### src/rtl/wb_arbiter.sv
// Two-master, one-slave pipelined Wishbone arbiter: FETCH (m0) and MEMORY (m1) share one slave port.
// Ownership is locked per cycle, round-robin on ties, and held until every accepted request is acked.
module wb_arbiter #(
    parameter int unsigned ADDR_WIDTH = 16,
    parameter int unsigned DATA_WIDTH = 16,
    parameter int unsigned CNT_WIDTH  = 4
) (
    input  logic                  clk_i,
    input  logic                  rst_i,
    input  logic                  m0_wb_cyc_i,
    input  logic                  m0_wb_stb_i,
    input  logic                  m0_wb_we_i,
    input  logic [ADDR_WIDTH-1:0] m0_wb_addr_i,
    input  logic [DATA_WIDTH-1:0] m0_wb_dat_i,
    output logic                  m0_wb_stall_o,
    output logic                  m0_wb_ack_o,
    output logic [DATA_WIDTH-1:0] m0_wb_data_o,
    input  logic                  m1_wb_cyc_i,
    input  logic                  m1_wb_stb_i,
    input  logic                  m1_wb_we_i,
    input  logic [ADDR_WIDTH-1:0] m1_wb_addr_i,
    input  logic [DATA_WIDTH-1:0] m1_wb_dat_i,
    output logic                  m1_wb_stall_o,
    output logic                  m1_wb_ack_o,
    output logic [DATA_WIDTH-1:0] m1_wb_data_o,
    output logic                  s_wb_cyc_o,
    output logic                  s_wb_stb_o,
    output logic                  s_wb_we_o,
    output logic [ADDR_WIDTH-1:0] s_wb_addr_o,
    output logic [DATA_WIDTH-1:0] s_wb_dat_o,
    input  logic                  s_wb_stall_i,
    input  logic                  s_wb_ack_i,
    input  logic [DATA_WIDTH-1:0] s_wb_data_i,
    output logic [1:0]            grant_o
);

    localparam logic [CNT_WIDTH-1:0] CNT_MAX = '1;

    typedef enum logic [1:0] {
        IDLE = 2'd0,
        GNT0 = 2'd1,
        GNT1 = 2'd2
    } state_e;

    state_e                 state_q, state_d;
    logic                   last_q, last_d;   // 0: m0 served last, 1: m1 served last
    logic [CNT_WIDTH-1:0]   cnt_q, cnt_d;
    logic                   cnt_zero, cnt_full, accept;

    always_ff @(posedge clk_i) begin
        if (rst_i) begin
            state_q <= IDLE;
            last_q  <= 1'b1;
            cnt_q   <= '0;
        end else begin
            state_q <= state_d;
            last_q  <= last_d;
            cnt_q   <= cnt_d;
        end
    end

    assign m0_wb_data_o = s_wb_data_i;
    assign m1_wb_data_o = s_wb_data_i;

    always_comb begin
        state_d       = state_q;
        last_d        = last_q;
        cnt_d         = cnt_q;
        s_wb_cyc_o    = 1'b0;
        s_wb_stb_o    = 1'b0;
        s_wb_we_o     = 1'b0;
        s_wb_addr_o   = '0;
        s_wb_dat_o    = '0;
        m0_wb_stall_o = 1'b1;
        m0_wb_ack_o   = 1'b0;
        m1_wb_stall_o = 1'b1;
        m1_wb_ack_o   = 1'b0;
        grant_o       = 2'b00;
        cnt_zero      = (cnt_q == '0);
        cnt_full      = (cnt_q == CNT_MAX);

        unique case (state_q)
            IDLE: begin
                if (m0_wb_cyc_i && m1_wb_cyc_i) begin
                    state_d = last_q ? GNT0 : GNT1;
                end else if (m0_wb_cyc_i) begin
                    state_d = GNT0;
                end else if (m1_wb_cyc_i) begin
                    state_d = GNT1;
                end
            end
            GNT0: begin
                s_wb_cyc_o    = m0_wb_cyc_i | ~cnt_zero;
                s_wb_stb_o    = m0_wb_cyc_i & m0_wb_stb_i & ~cnt_full;
                s_wb_we_o     = m0_wb_we_i;
                s_wb_addr_o   = m0_wb_addr_i;
                s_wb_dat_o    = m0_wb_dat_i;
                m0_wb_stall_o = s_wb_stall_i | cnt_full;
                m0_wb_ack_o   = s_wb_ack_i;
                grant_o       = 2'b01;
            end
            GNT1: begin
                s_wb_cyc_o    = m1_wb_cyc_i | ~cnt_zero;
                s_wb_stb_o    = m1_wb_cyc_i & m1_wb_stb_i & ~cnt_full;
                s_wb_we_o     = m1_wb_we_i;
                s_wb_addr_o   = m1_wb_addr_i;
                s_wb_dat_o    = m1_wb_dat_i;
                m1_wb_stall_o = s_wb_stall_i | cnt_full;
                m1_wb_ack_o   = s_wb_ack_i;
                grant_o       = 2'b10;
            end
            default: state_d = IDLE;
        endcase

        // Outstanding count; a stray ack at zero is forwarded but never underflows.
        accept = s_wb_stb_o & ~s_wb_stall_i;
        if (state_q != IDLE) begin
            if (accept && !s_wb_ack_i) begin
                cnt_d = cnt_q + CNT_WIDTH'(1);
            end else if (!accept && s_wb_ack_i && !cnt_zero) begin
                cnt_d = cnt_q - CNT_WIDTH'(1);
            end
        end

        // Release only once the owner has dropped cyc and nothing is left in flight.
        if (state_q == GNT0 && !m0_wb_cyc_i && cnt_d == '0) begin
            last_d  = 1'b0;
            state_d = m1_wb_cyc_i ? GNT1 : IDLE;
        end else if (state_q == GNT1 && !m1_wb_cyc_i && cnt_d == '0) begin
            last_d  = 1'b1;
            state_d = m0_wb_cyc_i ? GNT0 : IDLE;
        end
    end

endmodule

### config.mk
export PLATFORM = sky130hd
export DESIGN_NAME = wb_arbiter
export DESIGN_NICKNAME = d
export VERILOG_FILES = /design/src/rtl/wb_arbiter.sv
export SDC_FILE = /design/constraint.sdc
export NUM_CORES = 1
export LEC_CHECK = 0
export ABC_AREA = 1
export CORE_UTILIZATION = 30
export CTS_BUF_LIST = sky130_fd_sc_hd__clkbuf_2 sky130_fd_sc_hd__clkbuf_4 sky130_fd_sc_hd__clkbuf_8
export DETAILED_ROUTE_END_ITERATION = 7
export PLACE_DENSITY = 0.95
export SKIP_CTS_REPAIR_TIMING = 1
export SLEW_MARGIN = 20
export SYNTH_ARGS = -nofsm -noshare
export SYNTH_HDL_FRONTEND = slang
export SYNTH_SLANG_ARGS = --single-unit
### constraint.sdc
create_clock -name clk_i -period 3.7 [get_ports clk_i]
set_clock_uncertainty 0.1 [all_clocks]
set_input_delay 0.74 -clock clk_i [delete_from_list [all_inputs] [get_ports clk_i]]
set_output_delay 0.74 -clock clk_i [all_outputs]
set_load 0.03 [all_outputs]
==> summary.md, run 1 <==
| Metric | Value |
|---|---|
| Root buf cell | clkbuf_8 |
| Wire per inst | between 10 and 15 um |
| Vias in the first global route | approximately 1700 |
| Critical path class | in -> out |
| Combinational share of power | about 83% |
| Main synth FF type | dfxtp_1 |
| FMAX | 0.3046 GHz |
| Largest family of logic cells by synthesized area | simple AND/OR/NAND/NOR gates |
| Crit path DAT | 2.44 ns |
| First-pass GRT wire length | 8059 um |
| Number of routed nets with antenna violations | 0 |
| Cell Area, Synth | ~1500 um^2 |
| Period utilization | approximately 89% |
| Initial antenna violation count | 0 |
| Startpoint types | input port |
| Initial DRC count | 72 |
| Switch share | a little over half |
| Gr busiest metal | met2 |
| Synth Area in Adders | 6.040% |
| GR Util All Layers | between 10% and 20% |
| Register share of total power | approximately 8.4% |
| CP max stage cell | clkdlybuf4s50_1 |
| Drt pass-1 iters | 5 |
| Flops & latches, synth | 7 |
| Fill cell count | 420 |
| Final wirelength | between 5000 and 6000 um |
| Crit path depth | 6 |
| Post-route DRC | 0 |
| CP required | roughly 2.9 ns |
| Seq/Total Area, Yosys | about a tenth |
| Rows | 24 |
| # IOs | about 160 |
| Min-delay worst type | reg -> reg |
| Core area | between 4000 and 5000 um^2 |
| Worst-skew pair later-pin latency | between 0.2 and 0.25 ns |
| CP Capture Type | primary output |
| Netlist cell types | 24 |
| Post-Syn Area per Cell | approximately 5.5 um^2 |
| Post-synthesis mux area share | 0.6903% |
| EDFF count, synth | 0 |
| H-Tree Depth | 1 |
| Int Pwr | roughly 600 uW |
| Top-count cell post-synth | nand2_1 |
| Max_cap viols | 0 |
| Share of cells above drive strength 1 | under 10% |
| Buf/Inv on CP | 2 |
| Cells after DPL | 391 |
| Beginning of the critical path | m1_wb_cyc_i |
| Clock buffer depth | 2 |
| CTS tree | yes |
| Dpl hpwl | 4369 um |
| Power per cell area | about 540 nW/um^2 |
| Post-Syn Instances | roughly 260 |
| Syn_nets | 361 |
| Clk pin slew, worst setup/hold paths | 0.04 ns |
| Vias/cell | around 4.7 |
| Psw | between 700 and 800 uW |
| Layout area overhead | 69.02% |
| Buffers on Ports | 114 |
| Crit-path max cell delay | between 0.6 and 0.7 ns |
| Leakage | slightly below 0.001 uW |
| Max VDD drop | 338.4 uV |
| Starting Density | between 30% and 40% |
| Die Ht | 71.53 um |
| Fin cells | approximately 400 |
| Die area | ~5100 um^2 |
| Final setup fails | 0 |
| Die width | between 70 and 80 um |
| Grt met1 use | 23.02% |
| Crit-path max FO | 7 |
| Final Hold Viols | 0 |
| Xor/xnor share of the synthesized area | 0% |
| Crit path to | s_wb_stb_o |
| M2 GR Usage | ~32% |
| Asr flop ratio synth | 0% |
| Post-synthesis compound-gate area fraction | 15.19% |
| Slew @ Worst Pin | approximately 0.37 ns |
| Final net count | about 440 |
| Largest net degree at the start of global routing | 35 |
| Area share of the largest cell type after synthesis | about 25% |
| Vias | between 1500 and 2000 |
| GR Layer Usage met3 | roughly 9% |
| CP top delay family | buffers and inverters |
| Setup_tns | 0 ns |
| GPL Wtd Cong | ~0.9 |
| R2R Setup Slk | around 1.2 ns |
| Synth area leaders | nand2_1 (25%), buf_4 (17%), a21oi_1 (13%) |
| Post-Synth Simple-Gate Area | a little over two fifths |
| Synthesis warning total | 0 |
| RR Endpoint | state_q[1]$_SDFFE_PP0P_ |
| Most frequent cells after synthesis | nand2_1 (98), a21oi_1 (39), buf_4 (32) |
| Min Tclk post-route | between 3 and 4 ns |
| Unrepaired setup endpoints after global routing | no |
| CP Cell Sequence | clkdlybuf4s50_1 -> nand2_1 -> nand2_1 -> nand2_2 -> nor2_8 -> clkdlybuf4s50_1 |
| Slew HR | between 70% and 80% |
| Grt total ovfl | 0 |
| Antenna Cells | 0 |
| Reg-to-reg startpoint | state_q[0]$_SDFFE_PP0P_ |
| Worst Reg-to-Reg Cells | 16 |
| Status | finished clean |
| Final Total Pwr | roughly 1300 uW |
| Inserted Clock Buffers | 3 |
| Clock power frac | roughly 8.6% |
| Max-slew violations | 0 |
| Leading area contributor after synthesis | nand2_1 |
| Clk sinks | 7 |
==> power by group through the flow <==
stage / registers, uW / clock network [uW] / logic (uW)
after floorplan: 109 / 0 / 778
after global placement: 111 / 0 / 1080
after detailed placement: 112 / 0 / 1100
after CTS: 111 / 117 / 1110
after global routing: 114 / 122 / 1200
final: 111 / 114 / 1100
==> flip-flops by register name, indices dropped and copies added, names as in the netlist <==
name and flops:
cnt_q 4, last_q 1, state_q 2
==> worst min path at each step <==
stage                         from                  end  slack, ns  cells past startpoint
3_5_place_dp   last_q$_SDFFE_PP1P_  last_q$_SDFFE_PP1P_       0.41                      4
3_3_place_gp   cnt_q[3]$_SDFF_PP0_  cnt_q[3]$_SDFF_PP0_       0.40                      2
6_report       last_q$_SDFFE_PP1P_  last_q$_SDFFE_PP1P_       0.42                      4
2_1_floorplan  cnt_q[3]$_SDFF_PP0_  cnt_q[3]$_SDFF_PP0_       0.37                      2
4_1_cts        last_q$_SDFFE_PP1P_  last_q$_SDFFE_PP1P_       0.42                      4
5_1_grt        last_q$_SDFFE_PP1P_  last_q$_SDFFE_PP1P_       0.44                      4
==> metrics by stage <==
step	hold WS (ns)	worst slack, ns	util, %	instance area (um^2)
global placement	0.3958	0.4594	53.33	2402
floorplan	0.3678	1.020	-	1450
finish	0.4213	0.4174	54.42	2451
global route	0.4447	0.2628	54.42	2451
CTS	0.4155	0.4114	54.42	2451
detailed placement	0.4078	0.4131	53.33	2402
==> routing by layer <==
metal	part of all wire (%)	vias to the layer above
met4	1.4	0
met2	46	98
met1	39	805
li1	-	964
met3	13	8
met5	0	-
==> cells in the final DEF, fill, tap and decap left out, types with 2 or more instances in the layout <==
cell and count:
ha_1 7, clkbuf_8 3, dfxtp_1 7, inv_1 18, nand2_1 98, a21oi_1 39
nand4_1 6, nor2_1 9, inv_2 5, buf_4 4, nand2_2 4, clkdlybuf4s50_1 114
nand3_1 17, nor2_2 2
==> layout make-up <==
| cell class | instances | area (um^2) | area share (%) |
|---|---|---|---|
| clock buffer | 4 | 48.80 | 1.991 |
| inverter | 24 | 90.09 | 3.675 |
| multi-input combinational | 190 | 935.9 | 38.18 |
| sequential | 7 | 140.1 | 5.717 |
| tap | 52 | 65.06 | 2.654 |
| timing repair buffer | 118 | 1171 | 47.78 |
==> kinds of logic after synthesis <==
| kind of cell | after synthesis |
|---|---|
| fa+ha+maj | 7 |
| flops | 7 |
| buf+inv | 67 |
| simple gates | 140 |
| compound gates | 42 |
| mux | 1 |
==> tightest hold or removal path: stages (launching register included) <==
cell and delay (ns):
dfxtp_1 0.30, inv_1 0.04, nand2_1 0.06, nand2_1 0.04, nand2_1 0.05
Note: power is estimated with default switching activity, not from simulation.
==> run 2: changes to the inputs <==
Settings changed: CTS_CLUSTER_SIZE set to 16.
==> results of run 2 <==
No change in the layout: final DEF, timing and power equal those of run 1.
==> run 3: changes to the inputs <==
Settings changed: CELL_PAD_IN_SITES_DETAIL_PLACEMENT set to 0, CELL_PAD_IN_SITES_GLOBAL_PLACEMENT set to 2, CORE_UTILIZATION 30 to 12.
==> summary.md, run 3 (synthesis results as in run 1) <==
| Metric | Value |
|---|---|
| Power per cell area | around 530 nW/um^2 |
| Die area | between 10000 and 15000 um^2 |
| Clk sinks | 7 |
| Max reg flops | 4 |
| Inserted Clock Buffers | 3 |
| Final core occ | 22.22% |
| Initial antenna violation count | 0 |
| Psw | between 700 and 800 uW |
| Int Pwr | 612.6 uW |
| CP required | 2.86 ns |
| CP Cell Sequence | clkdlybuf4s50_1 -> nand2_1 -> nand2_1 -> nand2_2 -> nor2_8 -> clkdlybuf4s50_1 |
| Crit-path max FO | 7 |
| Max-slew violations | 0 |
| Most common cell after layout, fill and taps aside | clkdlybuf4s50_1 |
| Largest net degree at the start of global routing | 25 |
| Vias in the first global route | between 1500 and 2000 |
| Die width | about 110 um |
| Final net count | 443 |
| First-pass GRT wire length | 8735 um |
| Period utilization | between 80% and 90% |
| Drt pass-1 iters | 6 |
| Grt total ovfl | 0 |
| CP max stage cell | clkdlybuf4s50_1 |
| Rows | 39 |
| Status | finished, violations left |
| Final Total Pwr | about 1400 uW |
| Register share of total power | about 8.2% |
| GPL Wtd Cong | between 0.7 and 0.8 |
| Min Tclk post-route | roughly 3.3 ns |
| Starting Density | around 12% |
| Clock buffer depth | 2 |
| Number of routed nets with antenna violations | 0 |
| Unrepaired setup endpoints after global routing | no |
| Leading registers by flop count | cnt_q: 4 flops, state_q: 2 flops, last_q: 1 flops |
| GR Util All Layers | under 10% |
| Vias | about 1900 |
| Failing checks | DRC |
| Clock power frac | under 10% |
| Dpl hpwl | around 4500 um |
| Wire per inst | roughly 11 um |
| Root buf cell | clkbuf_8 |
| Slew HR | about three quarters |
| Worst-skew pair later-pin latency | between 0.2 and 0.25 ns |
| Crit-path max cell delay | between 0.6 and 0.7 ns |
| Core area | 11610 um^2 |
| Combinational share of power | between 80% and 90% |
| Die Ht | ~110 um |
| Slew @ Worst Pin | between 0.3 and 0.4 ns |
| Clk pin slew, worst setup/hold paths | about 0.040 ns |
| Buffers on Ports | 114 |
| Final Hold Viols | 0 |
| FMAX | 0.3071 GHz |
| Final wirelength | 5526 um |
| Critical path class | in -> out |
| CP Capture Type | primary output |
| # IOs | around 160 |
| Vias/cell | ~3.9 |
| Antenna Cells | 0 |
| Max_cap viols | 0 |
| Setup_tns | 0 ns |
| Reg with most FFs | cnt_q |
| Crit path DAT | about 2.4 ns |
| Leakage | between 0.0009 and 0.001 uW |
| Most frequent cells in the layout | clkdlybuf4s50_1 (114), nand2_1 (98), a21oi_1 (39) |
| Layout area overhead | 77.91% |
| CTS tree | yes |
| Max VDD drop | ~160 uV |
| Initial DRC count | 81 |
| Post-route DRC | 16 |
| Min-delay worst type | reg -> reg |
| Switch share | between 50 and 60% |
| H-Tree Depth | 1 |
| Share of cells above drive strength 1 | roughly 7.5% |
| Final setup fails | 0 |
| Startpoint types | input port |
-- run 3: changes by cell type in the layout (fill, tap and decap cells not counted), sizes merged --
cell	change
buf	+2
-- run 3: power by group through the flow --
stage          Combinational (uW)  Clock, uW  Sequential [uW]
5_1_grt                      1250        126              114
2_1_floorplan                 778          0              109
3_5_place_dp                 1140          0              113
4_1_cts                      1150        123              112
3_3_place_gp                 1150          0              112
6_report                     1130        118              111
-- run 3: critical path, delay by kind of cell --
family                 cells  cell delay [ns]
and+or+nand+nor            4             0.37
buffers and inverters      2             1.29
-- run 3: per-layer routing --
layer	track usage, %	vias up	routed length [um]
met5	0	-	0
met4	2.222	0	44
met3	2.123	5	552
met2	15.24	88	2684
met1	10.31	822	2244
li1	-	967	-
-- run 3: area by class of cell --
class / count / area (um^2)
clock buffer: 4 / 48.80
fill: 1309 / 9034
inverter: 24 / 90.09
multi-input combinational: 190 / 935.9
sequential: 7 / 140.1
tap: 143 / 178.9
timing repair buffer: 120 / 1186
-- run 3: path summary, 6_finish.rpt --
check | startpoint | slack, ns | end | depth (start not counted)
worst max-delay path | m1_wb_cyc_i | 0.44 | s_wb_stb_o | 6
worst min-delay path | cnt_q[3]$_SDFF_PP0_ | 0.41 | cnt_q[3]$_SDFF_PP0_ | 2
worst max register to register | state_q[0]$_SDFFE_PP0P_ | 1.22 | state_q[1]$_SDFFE_PP0P_ | 17
worst min register to register | cnt_q[3]$_SDFF_PP0_ | 0.41 | cnt_q[3]$_SDFF_PP0_ | 2
-- run 3: stage by stage --
stage	instance area, um^2	hold WS, ns	cells	setup WS, ns
2_1_floorplan	1450	0.3678	264	1.020
3_3_place_gp	2531	0.3972	484	0.4517
3_5_place_dp	2531	0.4091	484	0.4360
4_1_cts	2580	0.4141	488	0.4346
5_1_grt	2580	0.4363	488	0.3881
6_report	2580	0.4053	488	0.4433
